$ cat config.mk
export PLATFORM = sky130hd
export DESIGN_NAME = rf_write_arbiter_flat
export DESIGN_NICKNAME = d
export VERILOG_FILES = /design/src/rtl/rf_write_arbiter_if.sv /design/src/rtl/rf_write_arbiter.sv /design/src/flat_wrapper.sv
export SDC_FILE = /design/constraint.sdc
export NUM_CORES = 1
export LEC_CHECK = 0
export BUFFER_PORTS_ARGS = -buffer_cell sky130_fd_sc_hd__buf_2
export CORE_ASPECT_RATIO = 2
export CORE_MARGIN = 1
export CORE_UTILIZATION = 37
export DETAILED_ROUTE_END_ITERATION = 10
export HOLD_SLACK_MARGIN = 0.15
export PLACE_DENSITY = 0.85
export SLEW_MARGIN = 5
export SYNTH_ARGS = -nofsm -noshare
export SYNTH_HDL_FRONTEND = slang
export SYNTH_SLANG_ARGS = --single-unit
$ cat constraint.sdc
create_clock -name in_clk -period 1.1 [get_ports in_clk]
set_input_delay 0.165 -clock in_clk [delete_from_list [all_inputs] [get_ports in_clk]]
set_output_delay 0.165 -clock in_clk [all_outputs]
set_load 0.01 [all_outputs]
$ cat src/rtl/rf_write_arbiter_if.sv
// Write-port bundle between two requesters, the init control and the register file.
interface rf_write_arbiter_if #(
    parameter int ADDR_W = 8,
    parameter int DATA_W = 16
);
    logic              in_a_req;
    logic [ADDR_W-1:0] in_a_add;
    logic [DATA_W-1:0] in_a_val;
    logic              out_a_gnt;
    logic              in_b_req;
    logic [ADDR_W-1:0] in_b_add;
    logic [DATA_W-1:0] in_b_val;
    logic              out_b_gnt;
    logic              in_init_start;
    logic [ADDR_W-1:0] out_write_reg_add;
    logic [DATA_W-1:0] out_write_reg_val;
    logic              out_write_en;
    logic              out_init_busy;

    modport master (
        output in_a_req, in_a_add, in_a_val, in_b_req, in_b_add, in_b_val, in_init_start,
        input  out_a_gnt, out_b_gnt, out_write_reg_add, out_write_reg_val, out_write_en,
               out_init_busy
    );

    modport slave (
        input  in_a_req, in_a_add, in_a_val, in_b_req, in_b_add, in_b_val, in_init_start,
        output out_a_gnt, out_b_gnt, out_write_reg_add, out_write_reg_val, out_write_en,
               out_init_busy
    );
endinterface

$ cat src/rtl/rf_write_arbiter.sv
// Two-requester round-robin register-file write arbiter. Defining RF_INIT_EN adds
// an init sweep that writes INIT_VAL to every entry after reset or on in_init_start.
module rf_write_arbiter #(
    parameter int                ADDR_W   = 8,
    parameter int                DATA_W   = 16,
    parameter logic [DATA_W-1:0] INIT_VAL = '0
) (
    input logic               in_clk,
    input logic               in_rst,
    rf_write_arbiter_if.slave bus
);
    logic              r_fav_b;
    logic              r_en;
    logic [ADDR_W-1:0] r_add;
    logic [DATA_W-1:0] r_val;
    logic              w_arb;
    logic              w_a_gnt;
    logic              w_b_gnt;
    logic              w_wr;
    logic [ADDR_W-1:0] w_add;
    logic [DATA_W-1:0] w_val;

`ifdef RF_INIT_EN
    typedef enum logic {ST_INIT, ST_ARB} state_t;

    // One bit wider than the address so the sweep end is seen without wrapping.
    localparam logic [ADDR_W:0] SWEEP_END = {1'b1, {ADDR_W{1'b0}}};

    state_t          r_state;
    state_t          w_state_nxt;
    logic [ADDR_W:0] r_cnt;
    logic [ADDR_W:0] w_cnt_nxt;

    always_ff @(posedge in_clk or negedge in_rst) begin
        if (!in_rst) begin
            r_state <= ST_INIT;
            r_cnt   <= '0;
        end else begin
            r_state <= w_state_nxt;
            r_cnt   <= w_cnt_nxt;
        end
    end

    always_comb begin
        w_state_nxt = r_state;
        w_cnt_nxt   = r_cnt;
        case (r_state)
            ST_INIT: begin
                if (r_cnt == SWEEP_END) begin
                    w_state_nxt = ST_ARB;
                    w_cnt_nxt   = '0;
                end else begin
                    w_cnt_nxt = r_cnt + 1'b1;
                end
            end
            ST_ARB: begin
                if (bus.in_init_start) begin
                    w_state_nxt = ST_INIT;
                    w_cnt_nxt   = '0;
                end
            end
            default: w_state_nxt = ST_ARB;
        endcase
    end

    assign w_arb             = (r_state == ST_ARB);
    assign bus.out_init_busy = (r_state == ST_INIT);
`else
    logic w_unused;

    assign w_unused          = bus.in_init_start;
    assign w_arb             = 1'b1;
    assign bus.out_init_busy = 1'b0;
`endif

    // Contention goes to whoever was not granted last; r_fav_b=0 favours A.
    assign w_a_gnt = in_rst & w_arb & bus.in_a_req & (~bus.in_b_req | ~r_fav_b);
    assign w_b_gnt = in_rst & w_arb & bus.in_b_req & (~bus.in_a_req | r_fav_b);

    always_comb begin
        w_wr  = 1'b0;
        w_add = bus.in_a_add;
        w_val = bus.in_a_val;
        if (w_a_gnt) begin
            w_wr = 1'b1;
        end else if (w_b_gnt) begin
            w_wr  = 1'b1;
            w_add = bus.in_b_add;
            w_val = bus.in_b_val;
        end
`ifdef RF_INIT_EN
        if (r_state == ST_INIT && r_cnt != SWEEP_END) begin
            w_wr  = 1'b1;
            w_add = r_cnt[ADDR_W-1:0];
            w_val = INIT_VAL;
        end
`endif
    end

    always_ff @(posedge in_clk or negedge in_rst) begin
        if (!in_rst) begin
            r_en    <= 1'b0;
            r_add   <= '0;
            r_val   <= '0;
            r_fav_b <= 1'b0;
        end else begin
            r_en <= w_wr;
            if (w_wr) begin
                r_add <= w_add;
                r_val <= w_val;
            end
            if (w_a_gnt)      r_fav_b <= 1'b1;
            else if (w_b_gnt) r_fav_b <= 1'b0;
        end
    end

    assign bus.out_a_gnt         = w_a_gnt;
    assign bus.out_b_gnt         = w_b_gnt;
    assign bus.out_write_en      = r_en;
    assign bus.out_write_reg_add = r_add;
    assign bus.out_write_reg_val = r_val;
endmodule

$ cat src/flat_wrapper.sv
// flat-port wrapper written by rule: the top's interface ports become plain ports
module rf_write_arbiter_flat 
#(
    parameter int                ADDR_W   = 8,
    parameter int                DATA_W   = 16,
    parameter logic [DATA_W-1:0] INIT_VAL = '0
)
  (in_clk, in_rst, bus_in_a_req, bus_in_a_add, bus_in_a_val, bus_in_b_req, bus_in_b_add, bus_in_b_val, bus_in_init_start, bus_out_a_gnt, bus_out_b_gnt, bus_out_write_reg_add, bus_out_write_reg_val, bus_out_write_en, bus_out_init_busy);
  rf_write_arbiter_if #(.ADDR_W(ADDR_W), .DATA_W(DATA_W)) bus_i ();
  input logic in_clk;
  input logic in_rst;
  input wire logic [$bits(bus_i.in_a_req)-1:0] bus_in_a_req;
  input wire logic [$bits(bus_i.in_a_add)-1:0] bus_in_a_add;
  input wire logic [$bits(bus_i.in_a_val)-1:0] bus_in_a_val;
  input wire logic [$bits(bus_i.in_b_req)-1:0] bus_in_b_req;
  input wire logic [$bits(bus_i.in_b_add)-1:0] bus_in_b_add;
  input wire logic [$bits(bus_i.in_b_val)-1:0] bus_in_b_val;
  input wire logic [$bits(bus_i.in_init_start)-1:0] bus_in_init_start;
  output wire logic [$bits(bus_i.out_a_gnt)-1:0] bus_out_a_gnt;
  output wire logic [$bits(bus_i.out_b_gnt)-1:0] bus_out_b_gnt;
  output wire logic [$bits(bus_i.out_write_reg_add)-1:0] bus_out_write_reg_add;
  output wire logic [$bits(bus_i.out_write_reg_val)-1:0] bus_out_write_reg_val;
  output wire logic [$bits(bus_i.out_write_en)-1:0] bus_out_write_en;
  output wire logic [$bits(bus_i.out_init_busy)-1:0] bus_out_init_busy;
  assign bus_i.in_a_req = bus_in_a_req;
  assign bus_i.in_a_add = bus_in_a_add;
  assign bus_i.in_a_val = bus_in_a_val;
  assign bus_i.in_b_req = bus_in_b_req;
  assign bus_i.in_b_add = bus_in_b_add;
  assign bus_i.in_b_val = bus_in_b_val;
  assign bus_i.in_init_start = bus_in_init_start;
  assign bus_out_a_gnt = bus_i.out_a_gnt;
  assign bus_out_b_gnt = bus_i.out_b_gnt;
  assign bus_out_write_reg_add = bus_i.out_write_reg_add;
  assign bus_out_write_reg_val = bus_i.out_write_reg_val;
  assign bus_out_write_en = bus_i.out_write_en;
  assign bus_out_init_busy = bus_i.out_init_busy;
  rf_write_arbiter #(.ADDR_W(ADDR_W), .DATA_W(DATA_W), .INIT_VAL(INIT_VAL)) u_core (.in_clk(in_clk), .in_rst(in_rst), .bus(bus_i));
endmodule
==> metrics.md <==
| Metric | Value |
|---|---|
| Number of buffers added on ports | `78` |
| Worst setup slack after placement | `-71.0 ps` |
| Area enclosed by the die boundary | `0.00344 sq mm` |
| Antenna diodes | `0` |
| Nets | `280` |
| Unrepaired setup endpoints after global routing | `yes` |
| Worst Path Class, Setup | `flip-flop to output port` |
| Worst path slowest cell | `sky130_fd_sc_hd__dfrtp_2` |
| Crit Path Max Fanout | `3` |
| Gr ovfl total | `0` |
| Critical Path Source Type | `flip-flop` |
| Overall track demand over capacity in global routing | `0.273` |
| Portion of total power attributed to the clock network | `0.273` |
| Outcome | `finished with violations` |
| Clock Skew | `4.06 ps` |
| Clock buffers created by TritonCTS | `3` |
| CTS tree | `built` |
| Synthesized Nets | `144` |
| Kind of end point of the critical path | `output port` |
| Critical path arrival | `1110 ps` |
| Violated checks | `setup timing` |
| Post-route design area | `0.00222 sq mm` |
| Total routed wirelength | `4440 microns` |
| Combinational cell fraction of total power | `0.309` |
| Setup violations, final | `26` |
| Fin crit share | `1.16` |
| Storage element area | `652 sq um` |
| Post-layout minimum cycle time | `1270 ps` |
| Post-DP Area | `0.00168 sq mm` |
| Total I/O pin count | `81` |
| Via total after detailed routing | `1,349` |
| Detail-routed net length per standard cell | `17.3 microns` |
| Sequential group share of total power | `0.417` |
| Worst EP required | `940 ps` |
| Core Box Area | `0.00301 sq mm` |
| Clock insertion delay at the later pin of the skew report | `260 ps` |
| Number of vias per cell | `5.27` |
| Core Util, Final | `0.735` |
| Area occupied by multi-input gates | `458 sq um` |
| Max-cap check violation count | `0` |
| Number of iterations in the first detailed-routing pass | `4` |
| PD cells | `1290 mW/mm^2` |
| Hold WC Path Type | `primary input to flip-flop` |
| Synth Area per Inst | `13.0 sq um` |
| Clk pin slew, worst setup/hold paths | `90 ps` |
| Layout area overhead | `87.2%` |
| Yosys synthesis warning count | `0` |
| Worst path max stage delay | `420 ps` |
| Flops & latches, synth | `26` |
| Number of H-tree levels | `1` |
| Net switching power of the design | `761 uW` |
| Initial core utilization | `0.393` |
| Post-detailed-placement half-perimeter wirelength | `2290 microns` |
| Proportion of synthesized chip area in sequential cells | `0.550` |
| Max Transition Viols Final | `0` |
| Number of nets with antenna violations after routing | `0` |
| Switching share of power | `0.267` |
| Cell Chain, Critical Path | `inv_2 > a21oi_4 > buf_12 > buf_6` |
| Post-Synthesis Cell Area | `0.00118 sq mm` |
| Design internal power | `2.09 mW` |
| Synth unique cells | `13` |
| First-pass GRT wire length | `7070 microns` |
| Leakage power summed over all cells | `1.11 nW` |
| Iteration-0 DRC Markers | `32` |
| Number of global-route vias before repair | `1,496` |
| Setup tns final | `-3130 ps` |
| Count of clock tree sinks | `26` |
| Count of mapped cells out of synthesis | `91` |
| Filler Cell Count | `200` |
| CTS max path bufs | `2` |
| Root buffer selected by CTS | `sky130_fd_sc_hd__clkbuf_8` |
| Chip width | `42.0 microns` |
| Peak VDD IR | `0.937 mV` |
| Core Rows | `28` |
| Height of the die | `82.0 microns` |
| Maximum number of pins on one net before global-route repair | `17` |
| Number of antenna violations at the first check in global routing | `0` |
| Global placement routability congestion | `0.751` |
| Final hold violations | `0` |
| Achievable clock frequency | `785 MHz` |
| Setup WS post-layout | `-174 ps` |
| DRC errors left | `0` |
| Fraction of final layout cells with drive strength greater than 1 | `0.473` |
## worst max-delay path, delay by kind of cell, from the launching register on
kind / cells / cell delay [ps]
flops: 1 / 420
buf+inv: 3 / 270
compound gates: 1 / 150
## final timing paths
path                                                 start                              end  slack, ps  cells past startpoint
max in group asynchronous                           in_rst  u_core.bus.out_write_reg_val[7]        350                      3
setup / recovery                            u_core.r_fav_b                    bus_out_b_gnt       -170                      4
hold / removal                             bus_in_b_val[7]  u_core.bus.out_write_reg_val[7]        150                      2
setup reg to reg                            u_core.r_fav_b  u_core.bus.out_write_reg_add[3]       -150                      5
min in group asynchronous                           in_rst                   u_core.r_fav_b        490                      3
hold reg to reg            u_core.bus.out_write_reg_add[7]  u_core.bus.out_write_reg_add[7]        590                      2
## Yosys cell counts, drive strengths merged
library cell / number / area (sq um)
buf: 7 / 67.6
a221o: 24 / 240
nand2: 3 / 11.3
conb: 1 / 3.75
and2: 24 / 156
a21oi: 2 / 32.5
o21ai: 2 / 13.8
inv: 2 / 7.51
dfrtp: 26 / 651
## power by group through the flow
stage	Clock, mW	Combinational, mW	Sequential (mW)
detailed placement	0	0.717	1.20
global route	0.834	0.943	1.21
finish	0.779	0.882	1.19
CTS	0.788	0.844	1.18
floorplan	0	0.288	1.27
global placement	0	0.705	1.19
## placed cells by master (no fill, tap or decap)
master / n
sky130_fd_sc_hd__buf_2: 76
sky130_fd_sc_hd__dlygate4sd3_1: 45
sky130_fd_sc_hd__dfrtp_1: 25
sky130_fd_sc_hd__a221o_1: 24
sky130_fd_sc_hd__and2_0: 16
sky130_fd_sc_hd__buf_4: 11
sky130_fd_sc_hd__and2_2: 5
sky130_fd_sc_hd__buf_6: 5
sky130_fd_sc_hd__nand2_1: 3
sky130_fd_sc_hd__and2_1: 3
sky130_fd_sc_hd__clkbuf_8: 3
sky130_fd_sc_hd__a21oi_4: 2
sky130_fd_sc_hd__inv_2: 1
sky130_fd_sc_hd__o21ai_2: 1
sky130_fd_sc_hd__inv_1: 1
sky130_fd_sc_hd__o21ai_0: 1
sky130_fd_sc_hd__conb_1: 1
sky130_fd_sc_hd__bufinv_16: 1
sky130_fd_sc_hd__buf_12: 1
sky130_fd_sc_hd__dfrtp_2: 1
## what timing repair did
item,CTS,global route
setup buffers,4,0
endpoints found under the hold margin,48,0
endpoints found under the setup margin,26,26
pin swaps,3,8
hold buffers,45,0
gates resized for setup,3,3
## metal layers
metal	track usage	part of all wire
met1	0.265	0.34
met4	0.0968	0.019
met3	0.0484	0.083
met2	0.552	0.56
met5	0	0
## cell type report
type / instances / share of cell area
well taps: 30 / 0.0169
repair buffers: 138 / 0.447
multi-input cells: 56 / 0.207
inverters: 2 / 0.00339
flip-flops and latches: 26 / 0.294
clock inverters: 1 / 0.0136
clock buffers: 3 / 0.0186
## stage by stage
step                      instances  total power, mW  hold slack, ps
final                           256             2.85             150
after global routing            256             2.99             157
after CTS                       256             2.82             150
after detailed placement        205             1.92             145
after global placement          205             1.90             136
after floorplan                  91             1.56            -131
## kinds of logic after synthesis
kind of cell / count (synthesis) / share of synthesized area
compound gates: 28 / 0.242
flops: 26 / 0.550
buf+inv: 9 / 0.0634
simple gates: 27 / 0.142
other cells: 1 / 0.00317
## state kept, by name, summed over array words and instances (netlist names)
register and flops:
u_core.bus.out_write_reg_val 16, u_core.bus.out_write_reg_add 8, u_core.bus.out_write_en 1, u_core.r_fav_b 1
Note: power is estimated with default switching activity, not from simulation.
